==> src/rtl/vec_checker_16.sv <==
// vec_checker_16: streaming 16-bit vector checker.
// Compares each accepted sample (actual vs expected under a per-bit mask),
// counts vectors and failures, and records the first failing index/diff.
// Optional build macro VEC_CHECKER_ERR_ACCUM_EN adds err_bits, the OR of
// every masked diff seen in the current run.
module vec_checker_16 #(
    parameter int CNT_W = 8
) (
    input  logic             clk,
    input  logic             reset,
    input  logic             start,
    input  logic [CNT_W-1:0] num_vec,
    input  logic             in_valid,
    output logic             in_ready,
    input  logic [15:0]      actual,
    input  logic [15:0]      expected,
    input  logic [15:0]      mask,
    output logic             busy,
    output logic             done,
    output logic             pass,
    output logic [CNT_W-1:0] vec_count,
    output logic [CNT_W-1:0] fail_count,
    output logic [CNT_W-1:0] first_fail_idx,
`ifdef VEC_CHECKER_ERR_ACCUM_EN
    output logic [15:0]      first_fail_diff,
    output logic [15:0]      err_bits
`else
    output logic [15:0]      first_fail_diff
`endif
);

    typedef enum logic [1:0] {
        IDLE = 2'd0,
        RUN  = 2'd1,
        DONE = 2'd2
    } state_t;

    state_t           state;
    logic [CNT_W-1:0] num_lat;
    logic [15:0]      diff;
    logic             accept;
    logic             mismatch;
    logic [CNT_W-1:0] vec_inc;

    // Saturating increment so the failure counter never wraps back to zero.
    function automatic logic [CNT_W-1:0] sat_inc(input logic [CNT_W-1:0] v);
        if (v == {CNT_W{1'b1}})
            return v;
        else
            return v + 1'b1;
    endfunction

    // Masked per-bit mismatch and handshake qualifier for the current sample.
    assign diff     = (actual ^ expected) & mask;
    assign mismatch = (diff != 16'h0000);
    assign accept   = in_valid & in_ready;
    assign vec_inc  = vec_count + 1'b1;

    // Run controller: state, status flags and run statistics, all registered.
    always_ff @(posedge clk or posedge reset) begin
        if (reset) begin
            state           <= IDLE;
            num_lat         <= '0;
            in_ready        <= 1'b0;
            busy            <= 1'b0;
            done            <= 1'b0;
            pass            <= 1'b0;
            vec_count       <= '0;
            fail_count      <= '0;
            first_fail_idx  <= '0;
            first_fail_diff <= '0;
`ifdef VEC_CHECKER_ERR_ACCUM_EN
            err_bits        <= '0;
`endif
        end else begin
            case (state)
                IDLE, DONE: begin
                    if (start) begin
                        num_lat         <= num_vec;
                        vec_count       <= '0;
                        fail_count      <= '0;
                        first_fail_idx  <= '0;
                        first_fail_diff <= '0;
`ifdef VEC_CHECKER_ERR_ACCUM_EN
                        err_bits        <= '0;
`endif
                        if (num_vec == '0) begin
                            // Empty run completes immediately with nothing failed.
                            state    <= DONE;
                            in_ready <= 1'b0;
                            busy     <= 1'b0;
                            done     <= 1'b1;
                            pass     <= 1'b1;
                        end else begin
                            state    <= RUN;
                            in_ready <= 1'b1;
                            busy     <= 1'b1;
                            done     <= 1'b0;
                            pass     <= 1'b0;
                        end
                    end
                end
                RUN: begin
                    // start is deliberately not looked at here: a run cannot be restarted.
                    if (accept) begin
                        vec_count <= vec_inc;
                        if (mismatch) begin
                            fail_count <= sat_inc(fail_count);
                            // fail_count never returns to zero within a run, so this
                            // marks the first failure only.
                            if (fail_count == '0) begin
                                first_fail_idx  <= vec_count;
                                first_fail_diff <= diff;
                            end
                        end
`ifdef VEC_CHECKER_ERR_ACCUM_EN
                        err_bits <= err_bits | diff;
`endif
                        if (vec_inc == num_lat) begin
                            state    <= DONE;
                            in_ready <= 1'b0;
                            busy     <= 1'b0;
                            done     <= 1'b1;
                            pass     <= (fail_count == '0) && !mismatch;
                        end
                    end
                end
                default: begin
                    state    <= IDLE;
                    in_ready <= 1'b0;
                    busy     <= 1'b0;
                    done     <= 1'b0;
                    pass     <= 1'b0;
                end
            endcase
        end
    end

endmodule

==> config.mk <==
export PLATFORM = sky130hd
export DESIGN_NAME = vec_checker_16
export DESIGN_NICKNAME = d
export VERILOG_FILES = /design/src/rtl/vec_checker_16.sv
export SDC_FILE = /design/constraint.sdc
export NUM_CORES = 1
export LEC_CHECK = 0
export CORE_ASPECT_RATIO = 2
export CORE_UTILIZATION = 39
export DETAILED_ROUTE_END_ITERATION = 10
export DONT_BUFFER_PORTS = 1
export PLACE_DENSITY = 0.55
export REMOVE_ABC_BUFFERS = 1
export SYNTH_ARGS = -nofsm -noshare
export SYNTH_HDL_FRONTEND = slang
export SYNTH_SLANG_ARGS = --single-unit
==> constraint.sdc <==
create_clock -name clk -period 5.5 [get_ports clk]
set_clock_uncertainty 0.2 [all_clocks]
set_input_delay 1.375 -clock clk [delete_from_list [all_inputs] [get_ports clk]]
set_output_delay 1.375 -clock clk [all_outputs]
set_load 0.02 [all_outputs]
* Word level (Yosys, flattened, before mapping)
Cells that the tools add are included.
Operators by class: multiplexer cells 34, bitwise logic cells 3, equal/unequal tests 10, reductions and logical operators 13, add/sub/neg operators 2
Operators with widths (count):
- 16-bit two-way mux | 4
- 8-bit two-way mux | 8
- 8-bit one-hot mux with 2 select lines | 3
- 16-bit one-hot mux with 2 select lines | 1
- 8-bit by 1-bit adder with 8-bit output (second input constant) | 2
- 16-bit AND | 1
- 8-bit logical NOT | 2
- 16-bit nonzero test | 1
- 16-bit XOR | 1
- 2-bit != test (second input constant) | 6
- 1-bit two-way mux | 10
- 5-bit AND reduction | 2
- 8-bit equality test | 1
- 8-bit equality test (second input constant) | 1
- 2-bit two-way mux | 4
- 1-bit one-hot mux with 2 select lines | 3
- 3-bit AND reduction | 2
- 2-bit one-hot mux with 2 select lines | 1
- 2-bit by 1-bit equality test with 1-bit output (second input constant) | 1
- 2-bit equality test (second input constant) | 1
- 2-bit logical NOT | 1
- 2-bit AND reduction | 1
- 2-bit nonzero test | 1
- 2-bit OR reduction | 1
- 3 further kinds | 3
Storage, ports and cells: bits of input ports 60, register bits 53

* Longest topological paths before layout
depth in word-level cells 8, gate-level depth with buffers 8, gate-level depth less buffers 7

* Worst setup path before layout
No wires, ideal clock.
path kind in2reg, from input expected[12], to register first_fail_diff[10], stages on the path 7, data required time 5.175 ns, setup time 0.125 ns, slack 2.473 ns, arrival time 2.702 ns, buffers on the path 1, cells stage by stage xor2_1 a22oi_1 nand4_1 nor3_4 a211oi_4 buf_6 mux2_4
Between the ends: longest elaborated chain between the ends 5
RTL lines:
- start, declared | line 16 | input logic [15:0] expected,
- 16-bit XOR | line 54 | assign diff = (actual ^ expected) & mask;
- 16-bit AND | line 54
- 16-bit nonzero test | line 55 | assign mismatch = (diff != 16'h0000);
- 2-bit != test (no source line)
- 5-bit AND reduction (no source line)
- end signal, assigned | line 113 | first_fail_diff <= diff;
- end, declared | line 28 | output logic [15:0] first_fail_diff
Every way passes these cells. A chain may end at the register's enable or synchronous reset.

* Worst setup path in the final report
from input expected[14], to register first_fail_diff[2]
Same word-level chain as after synthesis.

==> reports/summary.txt <==
total global-route track usage = 19.52%
Sink Count = 52
Syn Inst Count = 314
global-route wire length before repair = 11.93 mm
cts bufs inserted = 5
Max Cap Viol = 0
row count = 45
initial antenna violation count = 0
Max Fanout on Critical Path = 24
Reg2Reg Depth = 7
Post-synth EDFFs = 0
final instance area = 0.003258 mm^2
Finished Layout Cells = 405
full die area = 0.008129 mm^2
post-cts resize count = 0
GR Overflow Total = 0
Leak Pwr = 1.462 nW
WS Path Type = in2reg
Die Height = 126.5 um
crit path capture type = register
root buf cell = clkbuf_16
ANT nets after route = 0
final worst path period share = 58.69%
max_slew headroom = 26.38%
Core ar. = 0.007545 mm^2
DIE WIDTH = 64.26 um
Final min period = 3228 ps
Post-CTS Setup Repair Bufs = 0
R2R Path End = pass
placed inst area = 0.003080 mm^2
CTS tree = yes
Final setup viols = 0
via count = 2,305
Hold Fails Final Rpt = 0
setup ws final = 2272 ps
Synth cell types = 50
vias in the first global route = 2,340
layout cells sized above 1 = 12.22%
diode count = 0
Placer Congestion = 0.8378
clk buf depth = 2
fmax = 0.3098 GHz
worst r2r src = vec_count[0]
status = complete, no violations
Hold Buf Count CTS = 0
ys flop type = dfrtp_1
clk slew on worst S/H paths = 70 ps
sequential area share after synthesis = 43.05%
r2r setup slk = 2770 ps
WP data arrival = 3210 ps
I/O Pins = 104
Setup crit end = first_fail_diff[2]
YS warnings = 0
WL per Instance = 18.68 um
fin. max-slew vios = 0
Hold Crit Class = reg2reg
VDD IR max = 0.0002112 V
largest net degree at the start of global routing = 53
post-place setup slack = 1929 ps
fin nets = 373
Worst Max-Slew Pin Slew = 1104 ps
DP HPWL = 5.721 mm
synth-to-layout area growth = 7.781%
dpl cells = 397
startpoint types = input port
Yosys reg bits = 52
Clk Latency, worst-skew pair = 300 ps
DR iter-0 viols = 115
Fillers = 772
Initial Utilization = 40.07%
CP Launch Point = expected[14]
I/O Buffers = 0
Async SR Flop Fraction = 100.0%
Final TNS setup = 0 ps
vias per cell = 5.691
syn_area_per_cell = 9.627 um^2
drt total wl = 7.566 mm
DRC Markers = 0
total power = 1.662 mW
DR pass1 iterations = 5
H-tree lvl count = 2
mapped cell area = 0.003023 mm^2
RSZ-0062 raised after global routing = false
Pwr Density = 510.2 mW/mm^2
Critical Path RT = 5480 ps
routing by layer:
layer	vias to the layer above	GRT usage [%]	wire length (um)
li1	1092	-	-
met1	1123	19.36	2610
met2	78	36.59	4331
met3	12	5.126	421
met4	0	8.627	202
met5	-	0	0
synthesized netlist by cell type (2+ instances only):
master | n | area, um^2
buf_2 | 2 | 10.01
clkbuf_1 | 6 | 22.52
o21ai_0 | 15 | 75.07
buf_6 | 2 | 22.52
or3_1 | 4 | 25.02
mux2_4 | 12 | 180.2
nand3_1 | 12 | 60.06
or4_1 | 5 | 37.54
o32ai_1 | 2 | 17.52
a21oi_1 | 11 | 55.05
mux2i_1 | 10 | 100.1
mux2_2 | 4 | 45.04
nand2_1 | 49 | 183.9
xnor2_1 | 2 | 17.52
nand4_1 | 5 | 31.28
o31ai_1 | 5 | 37.54
nor3_1 | 3 | 15.01
nor2_1 | 16 | 60.06
a22oi_1 | 6 | 45.04
inv_1 | 15 | 56.30
xor2_1 | 20 | 175.2
ha_1 | 3 | 37.54
buf_4 | 4 | 30.03
o2bb2ai_1 | 2 | 17.52
and3_1 | 16 | 100.1
nand2b_1 | 4 | 25.02
dfrtp_1 | 52 | 1301
nor2b_1 | 5 | 31.28
layout make-up:
class / count / area [um^2] / share of cell area [%]
repair buffers: 3 / 22.52 / 0.6912
multi-input cells: 233 / 1583 / 48.58
flip-flops and latches: 52 / 1301 / 39.94
inverters: 15 / 56.30 / 1.728
clock inverters: 2 / 38.79 / 1.190
well taps: 94 / 117.6 / 3.610
clock buffers: 6 / 138.9 / 4.263
worst min path at each step:
| stage | startpoint | to | slack (ps) | depth (start not counted) |
|---|---|---|---|---|
| 2_1_floorplan | num_lat[4] | num_lat[4] | 260 | 2 |
| 3_5_place_dp | num_lat[2] | num_lat[2] | 290 | 2 |
| 4_1_cts | num_lat[2] | num_lat[2] | 310 | 2 |
| 3_3_place_gp | num_lat[2] | num_lat[2] | 290 | 2 |
| 5_1_grt | num_lat[2] | num_lat[2] | 340 | 2 |
| 6_report | num_lat[2] | num_lat[2] | 310 | 2 |
per-stage QoR:
stage / util [%] / hold WS [ps]
global route: 43.18 / 336.9
CTS: 43.18 / 308.6
global placement: 40.83 / 291.7
floorplan: - / 260.6
finish: 43.18 / 312.8
detailed placement: 40.83 / 290.9
sequential cells by signal, summed over array words and instances, names as in the netlist:
register and count:
first_fail_diff 16, fail_count 8, first_fail_idx 8, num_lat 8, vec_count 8, busy 1, done 1, pass 1
state 1
layout by cell type, fill, tap and decap left out, drive strengths merged, types with 3 or more instances in the layout:
| cell type | count |
|---|---|
| nor2b | 5 |
| dfrtp | 52 |
| nor2 | 16 |
| nand2 | 50 |
| xor2 | 20 |
| buf | 3 |
| mux2 | 16 |
| and3 | 16 |
| inv | 15 |
| nand4 | 5 |
| nand2b | 4 |
| o31ai | 5 |
| ha | 3 |
| nor3 | 4 |
| clkbuf | 6 |
| a22oi | 6 |
| a21oi | 12 |
| mux2i | 10 |
| or3 | 4 |
| nand3 | 13 |
| o21ai | 16 |
| or4 | 6 |
critical path, stage by stage:
cell and delay [ps]:
xor2_1 150, a22oi_1 270, nand4_1 220, nor3_4 490
a211oi_4 70, buf_4 290, mux2_4 340
power by group:
group	leakage [nW]	switching (mW)	internal, mW	total, mW
sequential	0.679	0.291	0.516	0.807
clock	0.0871	0.145	0.228	0.373
combinational	0.696	0.250	0.232	0.482
total	1.46	0.685	0.977	1.66
logic make-up after synthesis:
group	after synthesis	share of synthesized area (%)
flip-flops	52	43.05
adder cells (fa/ha/maj)	4	1.573
buffers and inverters	29	4.677
XOR/XNOR	22	6.374
AND/OR/NAND/NOR	129	21.81
AO/OA/AOI/OAI	52	11.76
multiplexers	26	10.76
Power figures use the tool's default switching activity.
